`src/rtl/pwm_generator_multi.sv`:
```
// Multi-channel PWM generator: shared period counter, debounced inc/dec per channel.
// Define PWM_DEADTIME_EN to add complementary PWM_OUT_N outputs with dead-band.
module pwm_generator_multi #(
  parameter int N_CH       = 4,
  parameter int CNT_W      = 8,
  parameter int PERIOD     = 100,
  parameter int STEP       = 10,
  parameter int INIT_DUTY  = 50,
  parameter int DEB_CYCLES = 4,
  parameter int DEAD_CYC   = 2
) (
  input  logic                    clk,
  input  logic                    rst,
  input  logic [N_CH-1:0]         increase_duty,
  input  logic [N_CH-1:0]         decrease_duty,
  output logic [N_CH-1:0]         PWM_OUT,
`ifdef PWM_DEADTIME_EN
  output logic [N_CH-1:0]         PWM_OUT_N,
`endif
  output logic [N_CH*CNT_W-1:0]   duty_o,
  output logic                    period_tick
);

  localparam int DB_W  = (DEB_CYCLES < 2) ? 1 : $clog2(DEB_CYCLES + 1);
  localparam int RUN_W = (DEAD_CYC < 2) ? 1 : $clog2(DEAD_CYC + 1);

  localparam logic [CNT_W-1:0] LAST    = CNT_W'(PERIOD - 1);
  localparam logic [CNT_W-1:0] PER     = CNT_W'(PERIOD);
  localparam logic [CNT_W-1:0] INIT    = CNT_W'(INIT_DUTY);
  localparam logic [CNT_W:0]   PER_X   = (CNT_W+1)'(PERIOD);
  localparam logic [CNT_W:0]   STEP_X  = (CNT_W+1)'(STEP);
  localparam logic [DB_W-1:0]  DB_LAST = DB_W'(DEB_CYCLES - 1);
  localparam logic [RUN_W-1:0] DEAD_X  = RUN_W'(DEAD_CYC);

  if (PERIOD > (1 << CNT_W) - 1 || INIT_DUTY > PERIOD ||
      DEB_CYCLES < 1 || DEAD_CYC < 0 || PERIOD < 1) begin : g_bad_cfg
    $error("pwm_generator_multi: invalid parameter set");
  end

  logic [CNT_W-1:0] r_cnt;
  logic [CNT_W-1:0] w_cnt_nxt;
  logic             w_wrap;
  logic             r_tick;

  assign w_wrap      = (r_cnt == LAST);
  assign w_cnt_nxt   = w_wrap ? '0 : r_cnt + CNT_W'(1);
  assign period_tick = r_tick;

  always_ff @(posedge clk or posedge rst) begin
    if (rst) begin
      r_cnt  <= '0;
      r_tick <= 1'b0;
    end else begin
      r_cnt  <= w_cnt_nxt;
      r_tick <= w_wrap;
    end
  end

  for (genvar i = 0; i < N_CH; i++) begin : g_ch
    logic [1:0]       w_raw;
    logic [1:0]       w_rise;
    logic [CNT_W-1:0] r_tgt;
    logic [CNT_W-1:0] r_act;
    logic [CNT_W-1:0] w_tgt_nxt;
    logic [CNT_W:0]   w_up;
    logic             r_pwm;

    assign w_raw = {decrease_duty[i], increase_duty[i]};

    for (genvar j = 0; j < 2; j++) begin : g_in
      logic            r_s1;
      logic            r_s2;
      logic            r_deb;
      logic [DB_W-1:0] r_dcnt;

      // Step request fires on the edge where the debounced level goes high.
      assign w_rise[j] = r_s2 && !r_deb && (r_dcnt == DB_LAST);

      always_ff @(posedge clk or posedge rst) begin
        if (rst) begin
          r_s1   <= 1'b0;
          r_s2   <= 1'b0;
          r_deb  <= 1'b0;
          r_dcnt <= '0;
        end else begin
          r_s1 <= w_raw[j];
          r_s2 <= r_s1;
          if (r_s2 == r_deb) begin
            r_dcnt <= '0;
          end else if (r_dcnt == DB_LAST) begin
            r_deb  <= r_s2;
            r_dcnt <= '0;
          end else begin
            r_dcnt <= r_dcnt + DB_W'(1);
          end
        end
      end
    end

    assign w_up = {1'b0, r_tgt} + STEP_X;

    always_comb begin
      w_tgt_nxt = r_tgt;
      case (w_rise)
        2'b01: w_tgt_nxt = (w_up > PER_X) ? PER : w_up[CNT_W-1:0];
        2'b10: w_tgt_nxt = ({1'b0, r_tgt} < STEP_X) ? '0
                         : r_tgt - STEP_X[CNT_W-1:0];
        default: w_tgt_nxt = r_tgt;
      endcase
    end

    always_ff @(posedge clk or posedge rst) begin
      if (rst) begin
        r_tgt <= INIT;
        r_act <= INIT;
      end else begin
        r_tgt <= w_tgt_nxt;
        if (w_wrap) r_act <= r_tgt;
      end
    end

`ifdef PWM_DEADTIME_EN
    logic             w_p;
    logic [RUN_W-1:0] r_hi;
    logic [RUN_W-1:0] r_lo;
    logic             r_pwm_n;

    assign w_p = (r_cnt < r_act);

    // Run counters saturate at DEAD_CYC; an output only rises once its phase
    // of p has already lasted that long, so short phases are swallowed.
    always_ff @(posedge clk or posedge rst) begin
      if (rst) begin
        r_hi    <= '0;
        r_lo    <= '0;
        r_pwm   <= 1'b0;
        r_pwm_n <= 1'b0;
      end else begin
        r_hi    <= !w_p ? '0 : (r_hi == DEAD_X) ? r_hi : r_hi + RUN_W'(1);
        r_lo    <=  w_p ? '0 : (r_lo == DEAD_X) ? r_lo : r_lo + RUN_W'(1);
        r_pwm   <=  w_p && (r_hi == DEAD_X);
        r_pwm_n <= !w_p && (r_lo == DEAD_X);
      end
    end

    assign PWM_OUT_N[i] = r_pwm_n;
`else
    always_ff @(posedge clk or posedge rst) begin
      if (rst) r_pwm <= 1'b0;
      else     r_pwm <= (r_cnt < r_act);
    end
`endif

    assign PWM_OUT[i]                  = r_pwm;
    assign duty_o[i*CNT_W +: CNT_W]    = r_tgt;
  end

endmodule

```
`config.mk`:
```
export PLATFORM = sky130hd
export DESIGN_NAME = pwm_generator_multi
export DESIGN_NICKNAME = d
export VERILOG_FILES = /design/src/rtl/pwm_generator_multi.sv
export SDC_FILE = /design/constraint.sdc
export NUM_CORES = 1
export LEC_CHECK = 0
export ABC_AREA = 1
export CORE_MARGIN = 2
export CORE_UTILIZATION = 43
export DETAILED_ROUTE_END_ITERATION = 8
export PLACE_DENSITY_LB_ADDON = 0.15
export RECOVER_POWER = 50
export SLEW_MARGIN = 20
export SYNTH_ARGS = -nofsm -noshare
export SYNTH_HDL_FRONTEND = slang
export SYNTH_SLANG_ARGS = --single-unit
```
`constraint.sdc`:
```
create_clock -name clk -period 8.7 [get_ports clk]
set_input_delay 1.74 -clock clk [delete_from_list [all_inputs] [get_ports clk]]
set_output_delay 1.74 -clock clk [all_outputs]
set_load 0.03 [all_outputs]
```
==> impl_results.md, run 1 <==
- Post-route setup TNS: 0 ps
- Initial Util: 43.63%
- GRT Util Overall: 18.55%
- Pins Over Slew Limit: 107
- Slew margin rel.: -41.50%
- Depth of the worst register-to-register path: 7
- Leak pwr: 0.003845 uW
- Max cap viols: 2
- Max VDD drop: 0.1835 mV
- CP Class: in -> async
- H-tree lvl count: 4
- Synthesized area per cell: 8.008 um^2
- Crit Path Max Fanout: 70
- Fillers: 1387
- Worst min path class: reg -> reg
- Syn Inst Count: 819
- Switching Fraction: 41.33%
- Post-synth EDFFs: 0
- Number of gates resized after CTS: 0
- Failing checks: capacitance limit, slew limit
- Drt pass-1 iters: 5
- WP data required: 9130 ps
- Pint: 1521 uW
- Core Region: 0.01503 mm^2
- CTS Buffer Depth: 2
- Count leader, synth: nand2_1
- Clock power frac: 26.0%
- Number of remaining DRC errors: 0
- Vias in the first global route: 5237
- Most frequent cells after synthesis: 180 x nand2_1, 133 x inv_1, 93 x dfrtp_1
- Initial antenna violation count: 0
- Register share of total power: 30.8%
- Unrepaired setup endpoints after global routing: no
- First-pass GRT wire length: 24040 um
- Critical path capture point type: async pin
- Synth area leader: dfrtp_1
- Routed wire length: 13910 um
- Diode count: 0
- Io pins: 47
- CTS Sinks: 117
- CTS buffer count: 17
- Synth Cell Area: 0.006559 mm^2
- R2R Path Start: r_cnt[1]$_DFF_PP0_
- Worst-Margin Slew: 2111 ps
- Core Util, Final: 51.26%
- DR WL/cell: 13.01 um
- Tcrit/Tclk final: 45.97%
- Final ANT Viol Nets: 0
- Starting DRC count in detailed routing: 229
- Hold path start: g_ch[3].g_in[0].r_s1$_DFF_PP0_
- Clock Latency Late Sink: 420 ps
- CP Launch Point: rst
- CTS tree: yes
- Asr flop ratio synth: 100.0%
- Outcome: complete, but fails checks
- Width of the die: 127.5 um
- Layout cells sized above 1: 8.400%
- Yosys warns: 0
- CTS root buf: clkbuf_16
- Setup violators final: 0
- Via count: 5326
- Die area: 0.01626 mm^2
- Post-synth top area share: 35.48%
- # rows: 45
- Placer congestion estimate: 0.8899
- Post-CTS Setup Inserts: 0
- Final Hold Viols: 0
- Startpoint types: input pin
- Vias per cell: 4.982
- Main flop type after synthesis: dfrtp_1
- Logic gate share of total power: 43.2%
- Cell Pwr Density: 336.3 mW/mm^2
- DP Wirelength: 10180 um
- Largest net degree at the start of global routing: 71
- Die Height: 127.5 um
- Register area share after synthesis: 45.10%
- Yosys cell types: 32
- Area Growth Syn to Fin: 17.49%
- Arrival @ worst endpoint: 4430 ps
- CTS clock-pin slew for the worst setup and hold paths: 50 ps
- Final nets: 936
- IO buf count: 42
- Final hold slack: 345.2 ps
- Net Sw Power: 1071 uW
- Worst hold path stage count: 0
- GR Overflow Total: 0
- Clk_skew: 13.30 ps
- Post-CTS Hold Buffers: 0
- Min cycle time layout: 3999 ps
- Synthesis-stage register bit count: 117
- Max Fclk: 250.1 MHz
- Most area-consuming cells after synthesis: dfrtp_1 35%, ha_1 11%, nand2_1 10%
[path summary, 6_finish.rpt]
path	to	slack, ps
min reg2reg	g_ch[3].g_in[0].r_s2$_DFF_PP0_	350
max in group clk	duty_o[17]	5210
min in group asynchronous	g_ch[3].r_tgt[2]$_DFFE_PP0P_	2330
min	g_ch[3].g_in[0].r_s2$_DFF_PP0_	350
max reg2reg	r_cnt[5]$_DFF_PP0_	5360
max	g_ch[3].g_in[1].r_dcnt[0]$_DFF_PP0_	4700
[registers in the layout, indices dropped and copies added (netlist names)]
signal            flops
period_tick           1
g_ch.g_in.r_deb       8
g_ch.g_in.r_s1        8
r_cnt                 8
g_ch.r_act           28
g_ch.r_tgt           28
g_ch.g_in.r_s2        8
g_ch.g_in.r_dcnt     24
g_ch.r_pwm            4
[critical path, cell delays in order]
cell and delay (ps):
dlygate4sd3_1 540, clkinvlp_2 1210, buf_4 870
[layout make-up]
| cell class | instances | area, um^2 | area share, % |
|---|---|---|---|
| clock buffers | 26 | 489.2 | 6.348 |
| clock inverters | 5 | 75.07 | 0.9742 |
| inverters | 144 | 541.8 | 7.030 |
| multi-input cells | 545 | 2975 | 38.61 |
| flip-flops and latches | 117 | 2958 | 38.38 |
| well taps | 188 | 235.2 | 3.052 |
| repair buffers | 44 | 431.7 | 5.602 |
[layer usage]
layer	GRT usage (%)	vias to the layer above	routed length (um)	part of all wire [%]
li1	-	2691	-	-
met4	7.434	0	200	1.4
met3	4.564	17	571	4.1
met5	0	-	0	0
met2	30.80	110	6791	49
met1	23.32	2508	6345	46
[power by group through the flow]
stage	registers (uW)	logic, uW	clock network (uW)
6_report	799	1120	673
3_5_place_dp	807	1110	0
5_1_grt	822	1260	718
2_1_floorplan	904	692	0
4_1_cts	799	1120	690
3_3_place_gp	795	1110	0
[cell usage in the layout, fill, tap and decap left out, types with 23 or more instances in the layout]
cell type,n
nand2_1,180
inv_1,132
dfrtp_1,93
nor2_1,88
a21oi_1,59
ha_1,57
o21ai_0,46
clkdlybuf4s50_1,33
nand3_1,28
dfstp_2,23
[cells by family after synthesis]
logic type | share of synthesized area, %
AOI/OAI and AO/OA | 10.51
xor gates and xnor gates | 2.404
adders and majority gates | 10.87
buffers and inverters | 9.710
DFF | 45.10
other | 0.05718
and+or+nand+nor | 21.35
[per-stage QoR]
step,setup slack (ps),cells,total power [uW],instance area [um^2]
final,4701,1069,2592,7706
after global routing,4157,1069,2802,7706
after CTS,5231,1069,2612,7711
after detailed placement,5069,1038,1922,7147
after global placement,5124,1038,1900,7147
after floorplan,3899,822,1596,6570
Note: power is estimated with default switching activity, not from simulation.
==> run 2, diff against run 1 <==
==> constraint.sdc (replaced) <==
create_clock -name clk -period 4 [get_ports clk]
set_input_delay 0.8 -clock clk [delete_from_list [all_inputs] [get_ports clk]]
set_output_delay 0.8 -clock clk [all_outputs]
set_load 0.03 [all_outputs]
==> run 2 against run 1 <==
Compared with the run above:
- the flow still finishes with violations (capacitance limit, slew limit)
- via count fell by 2.2%
- utilization rose by 0.34 points
- setup slack got worse by 3300 ps
- cell count barely moved
- design area rose by 0.67%
- register-to-register slack got worse by 3300 ps
- clock skew fell by 1.8 ps
- global-route usage fell by 0.71 points
- die area did not move
- non-clock buffer count did not move
- critical endpoint is now g_ch[0].r_tgt[1]$_DFFE_PP1P_
==> impl_results.md, run 2 (synthesized netlist as in run 1, its figures left out) <==
- Outcome: complete, but fails checks
- Failing checks: capacitance limit, slew limit
- Number of gates resized after CTS: 0 (unchanged)
- Startpoint types: input pin
- FF-to-FF End: g_ch[0].r_act[1]$_DFFE_PP1P_
- Core Region: 0.01503 mm^2 (unchanged)
- Drt pass-1 iters: 5 (unchanged)
- CP Class: in -> async
- Crit Path Max Fanout: 64 (-8.6%)
- Critical path capture point type: async pin
- Worst-Margin Slew: 2354 ps (+243.5 ps)
- WP data required: 4520 ps (-4610 ps)
- Met1 WL: 6579 um (+3.7%)
- WL met2: 6383 um (-6.0%)
- First-pass GRT wire length: 23300 um (-3.1%)
- Unrepaired setup endpoints after global routing: no
- Diode count: 0 (unchanged)
- CTS Buffer Depth: 2 (unchanged)
- Worst R2R Setup Slack: 2030 ps (-3330 ps)
- CTS buffer count: 17 (unchanged)
- Io pins: 47 (unchanged)
- Arrival @ worst endpoint: 3120 ps (-1310 ps)
- IO buf count: 42 (unchanged)
- Crit path to: g_ch[0].r_tgt[1]$_DFFE_PP1P_
- Max Fclk: 383.6 MHz
- GR Overflow Total: 0 (unchanged)
- Crit path largest cell delay: 1340 ps (+130 ps)
- Leak pwr: 0.003864 uW (+0.50%)
- Vias in the first global route: 5123 (-2.2%)
- Cell breakdown of the critical path: dlygate4sd3_1 > clkinvlp_2 > buf_12
- CP Launch Point: rst
- # rows: 45 (unchanged)
- Crit. path cell count: 3 (unchanged)
- Layout cells sized above 1: 9.184% (+0.78 points)
- Clock Latency Late Sink: 420 ps (about the same)
- Slew margin rel.: -57.82% (-16 points)
- Die Height: 127.5 um (unchanged)
- H-tree lvl count: 4 (unchanged)
- Fillers: 1419 (+2.3%)
- DP Worst Slack: 1840 ps (-3229 ps)
- Initial Util: 43.63% (unchanged)
- Depth of the worst register-to-register path: 6 (-1)
- DP Wirelength: 9803 um (-3.7%)
- Vias per cell: 4.867 (-2.3%)
- R2R Path Start: r_cnt[1]$_DFF_PP0_
- Clk_skew: 11.52 ps (-1.778 ps)
- Cell Pwr Density: 731.7 mW/mm^2 (+120%)
- CP max-delay cell: clkinvlp_2
- Starting DRC count in detailed routing: 275 (+20%)
- Final ANT Viol Nets: 0 (unchanged)
- Min cycle time layout: 2607 ps
- CTS tree: yes
- Number of remaining DRC errors: 0 (unchanged)
- Die area: 0.01626 mm^2 (unchanged)
- Critical path buffer and inverter count: 3 (unchanged)
- Post-CTS Setup Inserts: 0 (unchanged)
- CTS Sinks: 117 (unchanged)
- CTS root buf: clkbuf_16
- DR WL met3: 369 um (-35%)
- Post-route setup TNS: 0 ps (unchanged)
- Area Growth Syn to Fin: 18.28%
- CTS clock-pin slew for the worst setup and hold paths: 50 ps (about the same)
- Max VDD drop: 0.3728 mV (+100%)
- GRT Util Overall: 17.84% (-0.71 points)
- Largest net degree at the start of global routing: 65 (-8.5%)
- Most frequent cells in the layout: 180 x nand2_1, 132 x inv_1, 93 x dfrtp_1
- Most common cell after layout, fill and taps aside: nand2_1
- Max cap viols: 1 (-1)
- Cell family with most CP delay: buffers and inverters
- Worst hold path stage count: 0 (unchanged)
- Tcrit/Tclk final: 65.17%
- DR WL/cell: 12.64 um (-2.8%)
- Post-CTS Hold Buffers: 0 (unchanged)
- Initial antenna violation count: 0 (unchanged)
- Final Hold Viols: 0 (unchanged)
- Setup violators final: 0 (unchanged)
- Pins Over Slew Limit: 54 (-50%)
- Final nets: 936 (unchanged)
- Top flop regs: g_ch.r_act: 28 flops, g_ch.r_tgt: 28 flops, g_ch.g_in.r_dcnt: 24 flops
- Worst min path class: reg -> reg
- Placer congestion estimate: 0.8804 (-1.1%)
- Width of the die: 127.5 um (unchanged)
- Routed wire length: 13530 um (-2.8%)
- Via count: 5208 (-2.2%)
- Worst Setup Slack, final: 1393 ps (-3308 ps)
- Top Metal Used: met4
[run 2: cell types whose count changed in the layout (fill, tap and decap cells not counted), moves of 2 or more]
cell and change:
o21ai_0 -2, clkbuf_1 -5, o21ai_1 +2, clkinvlp_4 +3, clkbuf_8 +2
[run 2: worst min path at each step]
stage,start,to
floorplan,g_ch[0].g_in[0].r_s1$_DFF_PP0_,g_ch[0].g_in[0].r_s2$_DFF_PP0_
global placement,g_ch[0].g_in[0].r_s1$_DFF_PP0_,g_ch[0].g_in[0].r_s2$_DFF_PP0_
detailed placement,g_ch[3].g_in[1].r_s1$_DFF_PP0_,g_ch[3].g_in[1].r_s2$_DFF_PP0_
CTS,g_ch[2].g_in[1].r_s1$_DFF_PP0_,g_ch[2].g_in[1].r_s2$_DFF_PP0_
global route,g_ch[0].g_in[1].r_s1$_DFF_PP0_,g_ch[0].g_in[1].r_s2$_DFF_PP0_
finish,g_ch[2].g_in[1].r_s1$_DFF_PP0_,g_ch[2].g_in[1].r_s2$_DFF_PP0_
[run 2: power by group]
group | switching [uW] | internal (uW)
clock | 521 | 995
combinational | 1550 | 871
sequential | 263 | 1480
total | 2330 | 3340
[run 2: area by class of cell]
class,instances,area (um^2),share of cell area [%]
repair buffers,44,447.9,5.774
clock inverters,8,97.59,1.258
flip-flops and latches,117,2958,38.13
clock buffers,24,501.7,6.468
well taps,188,235.2,3.032
multi-input cells,545,2975,38.35
inverters,144,541.8,6.984
[run 2: worst reg2reg max path, stage by stage, from the launching register on]
cell and delay [ps]:
dfrtp_1 510, ha_1 240, nand2_1 70, nor3_1 140, nand2_1 300, buf_4 360
o21ai_0 250
[run 2: through the flow]
stage | util, % | cell area [um^2] | total power [uW] | cells | hold WS [ps]
floorplan | - | 6570 | 3472 | 822 | 331.2
global placement | 47.62 | 7159 | 4118 | 1038 | 332.9
detailed placement | 47.62 | 7159 | 4170 | 1038 | 335.5
CTS | 51.61 | 7759 | 5716 | 1070 | 341.2
global route | 51.60 | 7757 | 6124 | 1070 | 353.8
finish | 51.60 | 7757 | 5676 | 1070 | 334.4
[run 2: per-layer routing]
metal	up-vias	GRT usage, %
met2	91	28.25
met3	14	4.188
met4	0	6.981
met1	2420	23.82
li1	2683	-
met5	-	0
